--- config.mk ---
export PLATFORM = sky130hd
export DESIGN_NAME = rv32_decode_flat
export DESIGN_NICKNAME = d
export VERILOG_FILES = /design/src/rtl/rv32_decode_if.sv /design/src/rtl/rv32_decode.sv /design/src/flat_wrapper.sv
export SDC_FILE = /design/constraint.sdc
export NUM_CORES = 2
export LEC_CHECK = 0
export BUFFER_PORTS_ARGS = -buffer_cell sky130_fd_sc_hd__buf_2
export CAP_MARGIN = 10
export CORE_MARGIN = 2
export CORE_UTILIZATION = 45
export DETAILED_ROUTE_END_ITERATION = 16
export MAX_ROUTING_LAYER = met4
export PLACE_DENSITY = 0.61
export SYNTH_ARGS = -nofsm -noshare
export SYNTH_HDL_FRONTEND = slang
export SYNTH_SLANG_ARGS = --single-unit
export TNS_END_PERCENT = 1
--- constraint.sdc ---
create_clock -name clk -period 3.48 [get_ports clk]
set_input_delay 0.522 -clock clk [delete_from_list [all_inputs] [get_ports clk]]
set_output_delay 0.522 -clock clk [all_outputs]
set_load 0.005 [all_outputs]
--- src/rtl/rv32_decode_if.sv ---
// Fetch-to-decode, writeback and decode-to-execute bundle for rv32_decode.
// master: pipeline/hazard side driving inputs; slave: the decode stage.
interface rv32_decode_if;
    logic        stall_in;
    logic        flush_in;
    logic [31:0] pc_in;
    logic [31:0] instr_in;
    logic        wb_write_in;
    logic [4:0]  wb_rd_in;
    logic [31:0] wb_value_in;

    logic        valid_out;
    logic [31:0] pc_out;
    logic [4:0]  rs1_out;
    logic [4:0]  rs2_out;
    logic [4:0]  rd_out;
    logic [31:0] rs1_value_out;
    logic [31:0] rs2_value_out;
    logic [31:0] imm_value_out;
    logic [2:0]  funct3_out;
    logic [3:0]  alu_op_out;
    logic        alu_src1_out;
    logic        alu_src2_out;
    logic [1:0]  branch_op_out;
    logic        mem_read_out;
    logic        mem_write_out;
    logic        rd_write_out;
    logic        illegal_out;

    modport master (
        output stall_in, flush_in, pc_in, instr_in,
        output wb_write_in, wb_rd_in, wb_value_in,
        input  valid_out, pc_out, rs1_out, rs2_out, rd_out,
        input  rs1_value_out, rs2_value_out, imm_value_out,
        input  funct3_out, alu_op_out, alu_src1_out, alu_src2_out,
        input  branch_op_out, mem_read_out, mem_write_out,
        input  rd_write_out, illegal_out
    );

    modport slave (
        input  stall_in, flush_in, pc_in, instr_in,
        input  wb_write_in, wb_rd_in, wb_value_in,
        output valid_out, pc_out, rs1_out, rs2_out, rd_out,
        output rs1_value_out, rs2_value_out, imm_value_out,
        output funct3_out, alu_op_out, alu_src1_out, alu_src2_out,
        output branch_op_out, mem_read_out, mem_write_out,
        output rd_write_out, illegal_out
    );
endinterface

--- src/rtl/rv32_decode.sv ---
// RV32I decode stage: field/immediate decode, 32x32 register file with
// write-through bypass, registered outputs. Ports: clk, reset, bus (slave).
module rv32_decode (
    input  logic         clk,
    input  logic         reset,
    rv32_decode_if.slave bus
);
    localparam logic [3:0] ALU_ADD  = 4'd0;
    localparam logic [3:0] ALU_SUB  = 4'd1;
    localparam logic [3:0] ALU_SLL  = 4'd2;
    localparam logic [3:0] ALU_SLT  = 4'd3;
    localparam logic [3:0] ALU_SLTU = 4'd4;
    localparam logic [3:0] ALU_XOR  = 4'd5;
    localparam logic [3:0] ALU_SRL  = 4'd6;
    localparam logic [3:0] ALU_SRA  = 4'd7;
    localparam logic [3:0] ALU_OR   = 4'd8;
    localparam logic [3:0] ALU_AND  = 4'd9;
    localparam logic [3:0] ALU_PASS = 4'd10;

    localparam logic [1:0] BR_NONE = 2'd0;
    localparam logic [1:0] BR_JAL  = 2'd1;
    localparam logic [1:0] BR_JALR = 2'd2;
    localparam logic [1:0] BR_COND = 2'd3;

    typedef struct packed {
        logic        valid;
        logic [31:0] pc;
        logic [4:0]  rs1;
        logic [4:0]  rs2;
        logic [4:0]  rd;
        logic [31:0] rs1_value;
        logic [31:0] rs2_value;
        logic [31:0] imm;
        logic [2:0]  funct3;
        logic [3:0]  alu_op;
        logic        alu_src1;
        logic        alu_src2;
        logic [1:0]  branch_op;
        logic        mem_read;
        logic        mem_write;
        logic        rd_write;
        logic        illegal;
    } dec_t;

    function automatic logic [3:0] alu_for(
        input logic [2:0] f3,
        input logic       alt
    );
        logic [3:0] op;
        case (f3)
            3'd0:    op = alt ? ALU_SUB : ALU_ADD;
            3'd1:    op = ALU_SLL;
            3'd2:    op = ALU_SLT;
            3'd3:    op = ALU_SLTU;
            3'd4:    op = ALU_XOR;
            3'd5:    op = alt ? ALU_SRA : ALU_SRL;
            3'd6:    op = ALU_OR;
            default: op = ALU_AND;
        endcase
        return op;
    endfunction

    logic [31:0] instr;
    logic [6:0]  opcode;
    logic [2:0]  funct3;
    logic [6:0]  funct7;
    logic [4:0]  rs1;
    logic [4:0]  rs2;
    logic [4:0]  rd;

    assign instr  = bus.instr_in;
    assign opcode = instr[6:0];
    assign funct3 = instr[14:12];
    assign funct7 = instr[31:25];
    assign rs1    = instr[19:15];
    assign rs2    = instr[24:20];
    assign rd     = instr[11:7];

    logic [31:0] imm_i;
    logic [31:0] imm_s;
    logic [31:0] imm_b;
    logic [31:0] imm_u;
    logic [31:0] imm_j;

    assign imm_i = {{20{instr[31]}}, instr[31:20]};
    assign imm_s = {{20{instr[31]}}, instr[31:25], instr[11:7]};
    assign imm_b = {{19{instr[31]}}, instr[31], instr[7],
                    instr[30:25], instr[11:8], 1'b0};
    assign imm_u = {instr[31:12], 12'b0};
    assign imm_j = {{11{instr[31]}}, instr[31], instr[19:12],
                    instr[20], instr[30:21], 1'b0};

    logic is_op;
    logic is_opimm;
    logic is_lui;
    logic is_auipc;
    logic is_jal;
    logic is_jalr;
    logic is_branch;
    logic is_load;
    logic is_store;

    assign is_op     = (opcode == 7'b0110011);
    assign is_opimm  = (opcode == 7'b0010011);
    assign is_lui    = (opcode == 7'b0110111);
    assign is_auipc  = (opcode == 7'b0010111);
    assign is_jal    = (opcode == 7'b1101111);
    assign is_jalr   = (opcode == 7'b1100111);
    assign is_branch = (opcode == 7'b1100011);
    assign is_load   = (opcode == 7'b0000011);
    assign is_store  = (opcode == 7'b0100011);

    // Register file; x0 is never written and reads as zero.
    logic [31:0] regs [32];
    logic [31:0] rs1_value;
    logic [31:0] rs2_value;
    logic        wb_hit;

    assign wb_hit = bus.wb_write_in && (bus.wb_rd_in != 5'd0);

    always_ff @(posedge clk) begin
        if (reset) begin
            for (int i = 0; i < 32; i++) begin
                regs[i] <= '0;
            end
        end else if (wb_hit) begin
            regs[bus.wb_rd_in] <= bus.wb_value_in;
        end
    end

    // Same-cycle writeback is forwarded so decode never reads stale data.
    always_comb begin
        rs1_value = '0;
        rs2_value = '0;
        if (rs1 != 5'd0) begin
            rs1_value = (wb_hit && bus.wb_rd_in == rs1)
                      ? bus.wb_value_in : regs[rs1];
        end
        if (rs2 != 5'd0) begin
            rs2_value = (wb_hit && bus.wb_rd_in == rs2)
                      ? bus.wb_value_in : regs[rs2];
        end
    end

    dec_t dec;
    dec_t nxt;
    logic illegal;

    always_comb begin
        dec           = '0;
        illegal       = 1'b0;
        dec.valid     = 1'b1;
        dec.pc        = bus.pc_in;
        dec.rs1       = rs1;
        dec.rs2       = rs2;
        dec.rd        = rd;
        dec.rs1_value = rs1_value;
        dec.rs2_value = rs2_value;
        dec.funct3    = funct3;
        dec.alu_op    = ALU_ADD;
        dec.branch_op = BR_NONE;

        unique case (1'b1)
            is_op: begin
                dec.rd_write = 1'b1;
                if (funct7 == 7'h00) begin
                    dec.alu_op = alu_for(funct3, 1'b0);
                end else if (funct7 == 7'h20 &&
                             (funct3 == 3'd0 || funct3 == 3'd5)) begin
                    dec.alu_op = alu_for(funct3, 1'b1);
                end else begin
                    illegal = 1'b1;
                end
            end
            is_opimm: begin
                dec.imm      = imm_i;
                dec.alu_src2 = 1'b1;
                dec.rd_write = 1'b1;
                if (funct3 == 3'd1) begin
                    dec.alu_op = ALU_SLL;
                    illegal    = (funct7 != 7'h00);
                end else if (funct3 == 3'd5) begin
                    dec.alu_op = funct7[5] ? ALU_SRA : ALU_SRL;
                    illegal    = (funct7 != 7'h00) && (funct7 != 7'h20);
                end else begin
                    dec.alu_op = alu_for(funct3, 1'b0);
                end
            end
            is_lui: begin
                dec.imm      = imm_u;
                dec.alu_op   = ALU_PASS;
                dec.alu_src2 = 1'b1;
                dec.rd_write = 1'b1;
            end
            is_auipc: begin
                dec.imm      = imm_u;
                dec.alu_src1 = 1'b1;
                dec.alu_src2 = 1'b1;
                dec.rd_write = 1'b1;
            end
            is_jal: begin
                dec.imm       = imm_j;
                dec.branch_op = BR_JAL;
                dec.rd_write  = 1'b1;
            end
            is_jalr: begin
                dec.imm       = imm_i;
                dec.branch_op = BR_JALR;
                dec.rd_write  = 1'b1;
            end
            is_branch: begin
                dec.imm       = imm_b;
                dec.branch_op = BR_COND;
                illegal       = (funct3 == 3'd2) || (funct3 == 3'd3);
            end
            is_load: begin
                dec.imm      = imm_i;
                dec.mem_read = 1'b1;
                dec.alu_src2 = 1'b1;
                dec.rd_write = 1'b1;
                illegal      = (funct3 == 3'd3) || (funct3 >= 3'd6);
            end
            is_store: begin
                dec.imm       = imm_s;
                dec.mem_write = 1'b1;
                dec.alu_src2  = 1'b1;
                illegal       = (funct3 >= 3'd3);
            end
            default: illegal = 1'b1;
        endcase

        if (rd == 5'd0) begin
            dec.rd_write = 1'b0;
        end
    end

    // Illegal encodings travel as a flagged bubble so execute can trap
    // with the right PC while no side effect is enabled.
    always_comb begin
        nxt = dec;
        if (illegal) begin
            nxt         = '0;
            nxt.valid   = 1'b1;
            nxt.illegal = 1'b1;
            nxt.pc      = dec.pc;
            nxt.rs1     = dec.rs1;
            nxt.rs2     = dec.rs2;
            nxt.rd      = dec.rd;
            nxt.funct3  = dec.funct3;
        end
    end

    dec_t q;

    always_ff @(posedge clk) begin
        if (reset) begin
            q <= '0;
        end else if (bus.stall_in) begin
            q <= q;
        end else if (bus.flush_in) begin
            q <= '0;
        end else begin
            q <= nxt;
        end
    end

    assign bus.valid_out     = q.valid;
    assign bus.pc_out        = q.pc;
    assign bus.rs1_out       = q.rs1;
    assign bus.rs2_out       = q.rs2;
    assign bus.rd_out        = q.rd;
    assign bus.rs1_value_out = q.rs1_value;
    assign bus.rs2_value_out = q.rs2_value;
    assign bus.imm_value_out = q.imm;
    assign bus.funct3_out    = q.funct3;
    assign bus.alu_op_out    = q.alu_op;
    assign bus.alu_src1_out  = q.alu_src1;
    assign bus.alu_src2_out  = q.alu_src2;
    assign bus.branch_op_out = q.branch_op;
    assign bus.mem_read_out  = q.mem_read;
    assign bus.mem_write_out = q.mem_write;
    assign bus.rd_write_out  = q.rd_write;
    assign bus.illegal_out   = q.illegal;
endmodule

--- src/flat_wrapper.sv ---
// flat-port wrapper written by rule: the top's interface ports become plain ports
module rv32_decode_flat 
  (clk, reset, bus_stall_in, bus_flush_in, bus_pc_in, bus_instr_in, bus_wb_write_in, bus_wb_rd_in, bus_wb_value_in, bus_valid_out, bus_pc_out, bus_rs1_out, bus_rs2_out, bus_rd_out, bus_rs1_value_out, bus_rs2_value_out, bus_imm_value_out, bus_funct3_out, bus_alu_op_out, bus_alu_src1_out, bus_alu_src2_out, bus_branch_op_out, bus_mem_read_out, bus_mem_write_out, bus_rd_write_out, bus_illegal_out);
  rv32_decode_if bus_i ();
  input  logic clk;
  input  logic reset;
  input wire logic [$bits(bus_i.stall_in)-1:0] bus_stall_in;
  input wire logic [$bits(bus_i.flush_in)-1:0] bus_flush_in;
  input wire logic [$bits(bus_i.pc_in)-1:0] bus_pc_in;
  input wire logic [$bits(bus_i.instr_in)-1:0] bus_instr_in;
  input wire logic [$bits(bus_i.wb_write_in)-1:0] bus_wb_write_in;
  input wire logic [$bits(bus_i.wb_rd_in)-1:0] bus_wb_rd_in;
  input wire logic [$bits(bus_i.wb_value_in)-1:0] bus_wb_value_in;
  output wire logic [$bits(bus_i.valid_out)-1:0] bus_valid_out;
  output wire logic [$bits(bus_i.pc_out)-1:0] bus_pc_out;
  output wire logic [$bits(bus_i.rs1_out)-1:0] bus_rs1_out;
  output wire logic [$bits(bus_i.rs2_out)-1:0] bus_rs2_out;
  output wire logic [$bits(bus_i.rd_out)-1:0] bus_rd_out;
  output wire logic [$bits(bus_i.rs1_value_out)-1:0] bus_rs1_value_out;
  output wire logic [$bits(bus_i.rs2_value_out)-1:0] bus_rs2_value_out;
  output wire logic [$bits(bus_i.imm_value_out)-1:0] bus_imm_value_out;
  output wire logic [$bits(bus_i.funct3_out)-1:0] bus_funct3_out;
  output wire logic [$bits(bus_i.alu_op_out)-1:0] bus_alu_op_out;
  output wire logic [$bits(bus_i.alu_src1_out)-1:0] bus_alu_src1_out;
  output wire logic [$bits(bus_i.alu_src2_out)-1:0] bus_alu_src2_out;
  output wire logic [$bits(bus_i.branch_op_out)-1:0] bus_branch_op_out;
  output wire logic [$bits(bus_i.mem_read_out)-1:0] bus_mem_read_out;
  output wire logic [$bits(bus_i.mem_write_out)-1:0] bus_mem_write_out;
  output wire logic [$bits(bus_i.rd_write_out)-1:0] bus_rd_write_out;
  output wire logic [$bits(bus_i.illegal_out)-1:0] bus_illegal_out;
  assign bus_i.stall_in = bus_stall_in;
  assign bus_i.flush_in = bus_flush_in;
  assign bus_i.pc_in = bus_pc_in;
  assign bus_i.instr_in = bus_instr_in;
  assign bus_i.wb_write_in = bus_wb_write_in;
  assign bus_i.wb_rd_in = bus_wb_rd_in;
  assign bus_i.wb_value_in = bus_wb_value_in;
  assign bus_valid_out = bus_i.valid_out;
  assign bus_pc_out = bus_i.pc_out;
  assign bus_rs1_out = bus_i.rs1_out;
  assign bus_rs2_out = bus_i.rs2_out;
  assign bus_rd_out = bus_i.rd_out;
  assign bus_rs1_value_out = bus_i.rs1_value_out;
  assign bus_rs2_value_out = bus_i.rs2_value_out;
  assign bus_imm_value_out = bus_i.imm_value_out;
  assign bus_funct3_out = bus_i.funct3_out;
  assign bus_alu_op_out = bus_i.alu_op_out;
  assign bus_alu_src1_out = bus_i.alu_src1_out;
  assign bus_alu_src2_out = bus_i.alu_src2_out;
  assign bus_branch_op_out = bus_i.branch_op_out;
  assign bus_mem_read_out = bus_i.mem_read_out;
  assign bus_mem_write_out = bus_i.mem_write_out;
  assign bus_rd_write_out = bus_i.rd_write_out;
  assign bus_illegal_out = bus_i.illegal_out;
  rv32_decode u_core (.clk(clk), .reset(reset), .bus(bus_i));
endmodule
Word level (Yosys, flattened, before mapping)
Memories as Yosys holds them, arrays and structs flattened. Index checks and enable logic that the tools add are counted.

Order comparisons: 2. Equality and inequality tests: 19. Mux-type cells: 36. Reduce and logical (&&, ||, !) cells: 21.

Operator list (number): 32-bit 2-to-1 mux (5); 32-bit case mux with 5 select lines (1); 159-bit 2-to-1 mux (1); 111-bit 2-to-1 mux (1); 4-bit case mux with 7 select lines (2); 32-bit OR reduction (1); 7-bit by 6-bit equality test with 1-bit output (second input constant) (4); 7-bit equality test (second input constant) (3); 4-bit case mux with 5 select lines (1); 1-bit 2-to-1 mux (17); 4-bit 2-to-1 mux (4); 5-bit nonzero test (3); 7-bit by 5-bit equality test with 1-bit output (second input constant) (2); 4-bit case mux with 3 select lines (1); 5-bit equality test (2); 3-bit equality test (second input constant) (3); 7-bit by 2-bit equality test with 1-bit output (second input constant) (1); 7-bit logical NOT (1); 7-bit by 6-bit != test with 1-bit output (second input constant) (1); 7-bit nonzero test (1); 7-bit OR reduction (1); 3-bit by 2-bit equality test with 1-bit output (second input constant) (2); 1-bit case mux with 6 select lines (1); 2-bit case mux with 3 select lines (1); 12 further kinds (18).

Register bits: 159. Memory bits (writable): 1024. Bits of input ports: 106. Output and inout port bits: 159. Logic and storage cells: 96. Memories: 1.

Memories: u_core.regs (words 32, bits a word 32, read ports 2, clocked after memory_dff 0, write ports 32, RTL line rv32_decode.sv:114) `logic [31:0] regs [32];`.

Longest topological paths before layout
Depth in word-level cells: 8. Gate-level depth with buffers: 11. Gate-level depth less buffers: 6.

Worst setup path after synthesis
Ideal clock, no wire load.

Path type: input -> register. Start: in bus_wb_rd_in[3]. End: mem u_core.regs[16][0] (enable). Setup time: 0.330 ns. Arrival: 2.421 ns. Required time: 3.150 ns. Setup slack: 0.729 ns. Cell stages on the path: 7. Buffers on the path: 2. Cells stage by stage: buf_2 -> or3_1 -> o31ai_1 -> or4_1 -> clkbuf_1 -> nor2_1 -> or2_2.

RTL lines: start, declared (RTL line flat_wrapper.sv:12) `input wire logic [$bits(bus_i.wb_rd_in)-1:0] bus_wb_rd_in;`; end, declared (RTL line rv32_decode.sv:114).

Final worst setup path
Start: in bus_instr_in[27]. End: reg u_core.q, in the netlist u_core.bus.rs2_value_out[19].

Longest elaborated chain between the ends: 7. Elaborated cells between the ends (all ways): 13. Those cells by class: eq/ne (2); mux (7); reduce/logical (4).

Ends and longest elaborated chain: start, declared (RTL line flat_wrapper.sv:10) `input wire logic [$bits(bus_i.instr_in)-1:0] bus_instr_in;`; 7-bit by 6-bit != test with 1-bit output, or another cell as far along (RTL line rv32_decode.sv:184) `illegal = (funct7 != 7'h00) && (funct7 != 7'h20);`; 1-bit logical AND (on tied branches) (RTL line rv32_decode.sv:184, rv32_decode.sv:168); 1-bit 2-to-1 mux (on tied branches) (RTL line rv32_decode.sv:182, rv32_decode.sv:168); 1-bit 2-to-1 mux (on tied branches) (RTL line rv32_decode.sv:179, rv32_decode.sv:166); 1-bit case mux with 6 select lines (*) (RTL line rv32_decode.sv:163) `unique case (1'b1)`; 111-bit 2-to-1 mux (*) (RTL line rv32_decode.sv:241) `if (illegal) begin`; 159-bit 2-to-1 mux (*) (RTL line rv32_decode.sv:260) `end else if (bus.flush_in) begin`; end signal, assigned (RTL line rv32_decode.sv:259) `q <= q;`; end signal, assigned (RTL line rv32_decode.sv:263) `q <= nxt;`; end, declared (RTL line rv32_decode.sv:253) `dec_t q;`.

Every way passes the cells marked *; elsewhere a longest branch is shown, timed or not. A chain may end at the register's enable or synchronous reset.

==> results.cfg <==
[worst_setup_path]
crit_path_cell_trace = dlygate4sd3_1 > buf_2 > nor2_1 > and3_1 > a2111oi_4 > nor4_2 > buf_4 > o2111ai_1 > a211oi_1
cp-end-kind = register
cp.required_ns = 4.17
worstPathArrival_ns = 3.48
crit_slowest_cell = dlygate4sd3_1
r2r_setup_slack_ns = 1.25
critPathKind = primary input to register
cp_max_fo = 20
r2r_end = u_core.bus.rs1_value_out[1]
rr_worst_depth = 6
cp-start-kind = primary input
max_stage_delay_ns = 0.55
rr_startpoint = u_core.regs[19][1]

[timing]
setup_tns_ns = 0
period_share = 0.8031
finalClockSkew_ns = 0.03234
min_period_ns = 2.795
maxSlewViolCount = 0
setup_viol = 0
hold_viol_final = 0
max_slew_margin = 0.4052
fmax_mhz = 357.8
tightestPinTransition_ns = 0.8923
rsz0062_at_grt = no
layout_setup_ws_ns = 0.6852

[power_and_ir_drop]
seq_power_share = 0.474
p_total_uw = 34740
p_switching_uw = 8736
power-per-cell-area_nw_per_um2 = 494.8
p_leak_uw = 0.02572
swShare = 0.2514
clockPowerShare = 0.410
pwr-share-comb = 0.116
ir_worst_vdd_mv = 0.5545
intPower_uw = 26010

[final_layout]
area_growth_pct = 15.02
layout.nets = 4836
layout-drive-gt1-share = 0.2507
fillers = 11250
final_cell_area_um2 = 70210

[global_route]
globalRouteMet2Util = 0.5097
grt_use_met3 = 0.07273
grt_max_degree = 77
antenna_found_initial = 28
overflow = 0
grt.busiest_layer = met2
grt_util_all_layers = 0.3395
grt_pass1_vias = 41339
grt_util_met1 = 0.4383
grt_pass1_wl_um = 317500

[clock_tree]
cts_tree = built
root_buffer = clkbuf_16
cts.path.max_buffers = 3
clkSinkCount = 1183
cts_buffers = 134
clk_pin_slew_ns = 0.06
clkLatencyLatePin_ns = 0.79
cts_resized = 0
htree_levels = 4

[detailed_routing]
wirelength_um = 230700
wire_per_inst_um = 34.75
vias = 43298
routed_via_density = 6.522
detail-route-antenna-nets = 0
drtIter0Drc = 6942
drt-pass1-iter-count = 5
drc = 0

[synthesis]
ys_ff_latch = 1183
synth_top_family_by_area = multiplexers
netlist_top_cells_area = edfxtp_1 50%, mux4_2 15%, and2_1 10%
synth_xor_xnor_area_share = 0.001722
synth_top_area_frac = 0.5037
synthMuxAreaShare = 0.2095
yosys_warnings = 0
synthSimpleGateAreaFrac = 0.1425
synth_most_common_cell = edfxtp_1
postSynthAreaPerCell_um2 = 13.62
synthAdderAreaFrac = 0
synth_edf_count = 1024
synthArstFlopShare = 0
synthesis.instances = 4483
ys_types = 58
synthFlopType = edfxtp_1
synth_area_leader_cell = edfxtp_1
synth_compound_area_frac = 0.05807
ys_top_cells_by_count = 1024 x edfxtp_1, 999 x and2_1, 412 x mux4_2
ys_seq_area_frac = 0.5559
synth_area_um2 = 61040

[place]
place_hpwl_um = 139100
gp_congestion = 0.9338
dp_slack_ns = 0.3605
io_buffers = 264
place_area_um2 = 65430

[die]
dieArea_um2 = 138600
design.core.area_um2 = 135100
die_w_um = 372.3
die_h_um = 372.3
rows = 135
pin_count = 265
initial_core_util = 0.4517

[status]
status = finished, final reports clean

[min_path]
hold_start = bus_instr_in[11]
hold_end = u_core.bus.rd_out[4]
hold_path_class = primary input to register
worstHoldPathCells = 3

[run]
cap_violations = 0
==> worst max-delay path: cells and delay by family <==
family | cells | cell delay (ns)
buffers and inverters | 3 | 1.13
AND/OR/NAND/NOR | 3 | 0.94
AO/OA/AOI/OAI | 3 | 0.87
==> state kept, by name, summed over array words and instances, names as in the netlist, 4 cells and up <==
signal                    count
u_core.bus.alu_op_out         4
u_core.bus.imm_value_out     32
u_core.bus.pc_out            32
u_core.bus.rd_out             5
u_core.bus.rs1_out            5
u_core.bus.rs1_value_out     32
u_core.bus.rs2_out            5
u_core.bus.rs2_value_out     32
u_core.regs                1024
==> cell usage in the layout (no fill, tap or decap), types with 23 or more instances in the layout <==
master	synthesis	routed
buf_2	88	255
clkbuf_1	333	35
nor2_4	0	34
dlygate4sd3_1	0	37
mux4_2	412	412
mux2i_1	346	346
nand4_1	25	25
o2111ai_1	24	24
nand2_1	203	203
or2_2	36	36
a21oi_1	94	94
a211oi_1	26	26
edfxtp_1	1024	1024
buf_4	14	211
nor2_1	119	83
dfxtp_1	159	159
a22oi_1	224	224
nand3_1	87	87
o21ai_0	100	100
and2_1	999	997
clkbuf_16	0	140
clkinv_2	0	23
conb_1	1	32
buf_12	0	38
==> worst max-delay path by stage <==
| stage | from | to | cells past startpoint |
|---|---|---|---|
| finish | bus_instr_in[27] | u_core.bus.rs2_value_out[19] | 9 |
| global route | bus_instr_in[27] | u_core.bus.rs2_value_out[19] | 9 |
| CTS | bus_instr_in[27] | u_core.bus.rs2_value_out[19] | 9 |
| detailed placement | bus_instr_in[15] | u_core.bus.rs1_value_out[22] | 8 |
| global placement | bus_instr_in[15] | u_core.bus.rs1_value_out[21] | 9 |
| floorplan | bus_wb_rd_in[3] | u_core.regs[16][0] | 7 |
==> power groups by stage <==
stage               combinational [uW]  clock [uW]  sequential [uW]
floorplan                         2380           0            16600
global placement                  3890           0            16700
detailed placement                3900           0            16700
CTS                               3940       14300            16500
global route                      4140       14800            16500
finish                            4020       14300            16500
==> through the flow <==
stage	util	std cells	hold WS, ns
floorplan	-	4514	0.4487
global placement	0.4842	6338	0.4297
detailed placement	0.4842	6338	0.4376
CTS	0.5193	6623	0.002156
global route	0.5194	6629	0.02783
finish	0.5196	6639	0.02983
==> kinds of logic (layout without fill, tap and decap cells) <==
family | Yosys count | count (layout)
other | 1 | 48
and+or+nand+nor | 1531 | 1531
xor gates and xnor gates | 12 | 12
muxes | 762 | 762
buffers and inverters | 469 | 797
AOI/OAI and AO/OA | 525 | 525
DFF | 1183 | 1183
==> metal layers <==
| metal | up-vias | wire, um | part of all wire |
|---|---|---|---|
| li1 | 17438 | - | - |
| met1 | 21927 | 85730 | 0.37 |
| met2 | 3266 | 104800 | 0.45 |
| met3 | 667 | 28080 | 0.12 |
| met4 | 0 | 12110 | 0.053 |
| met5 | - | 0 | 0 |
==> layout make-up <==
cell class	count	area, um^2	share of cell area
inverter	3	11.26	0.0001604
sequential	1183	33930	0.4833
tap	1781	2228	0.03174
clock buffer	189	3821	0.05442
clock inverter	59	548.0	0.007805
timing repair buffer	546	4063	0.05786
multi-input combinational	2862	25570	0.3642
antenna	16	40.04	0.0005702
==> what timing repair did <==
action	CTS	global route
endpoints found under the hold margin	37	0
hold buffers	37	0
buffers inserted	0	0
Note: power is estimated with default switching activity, not from simulation.
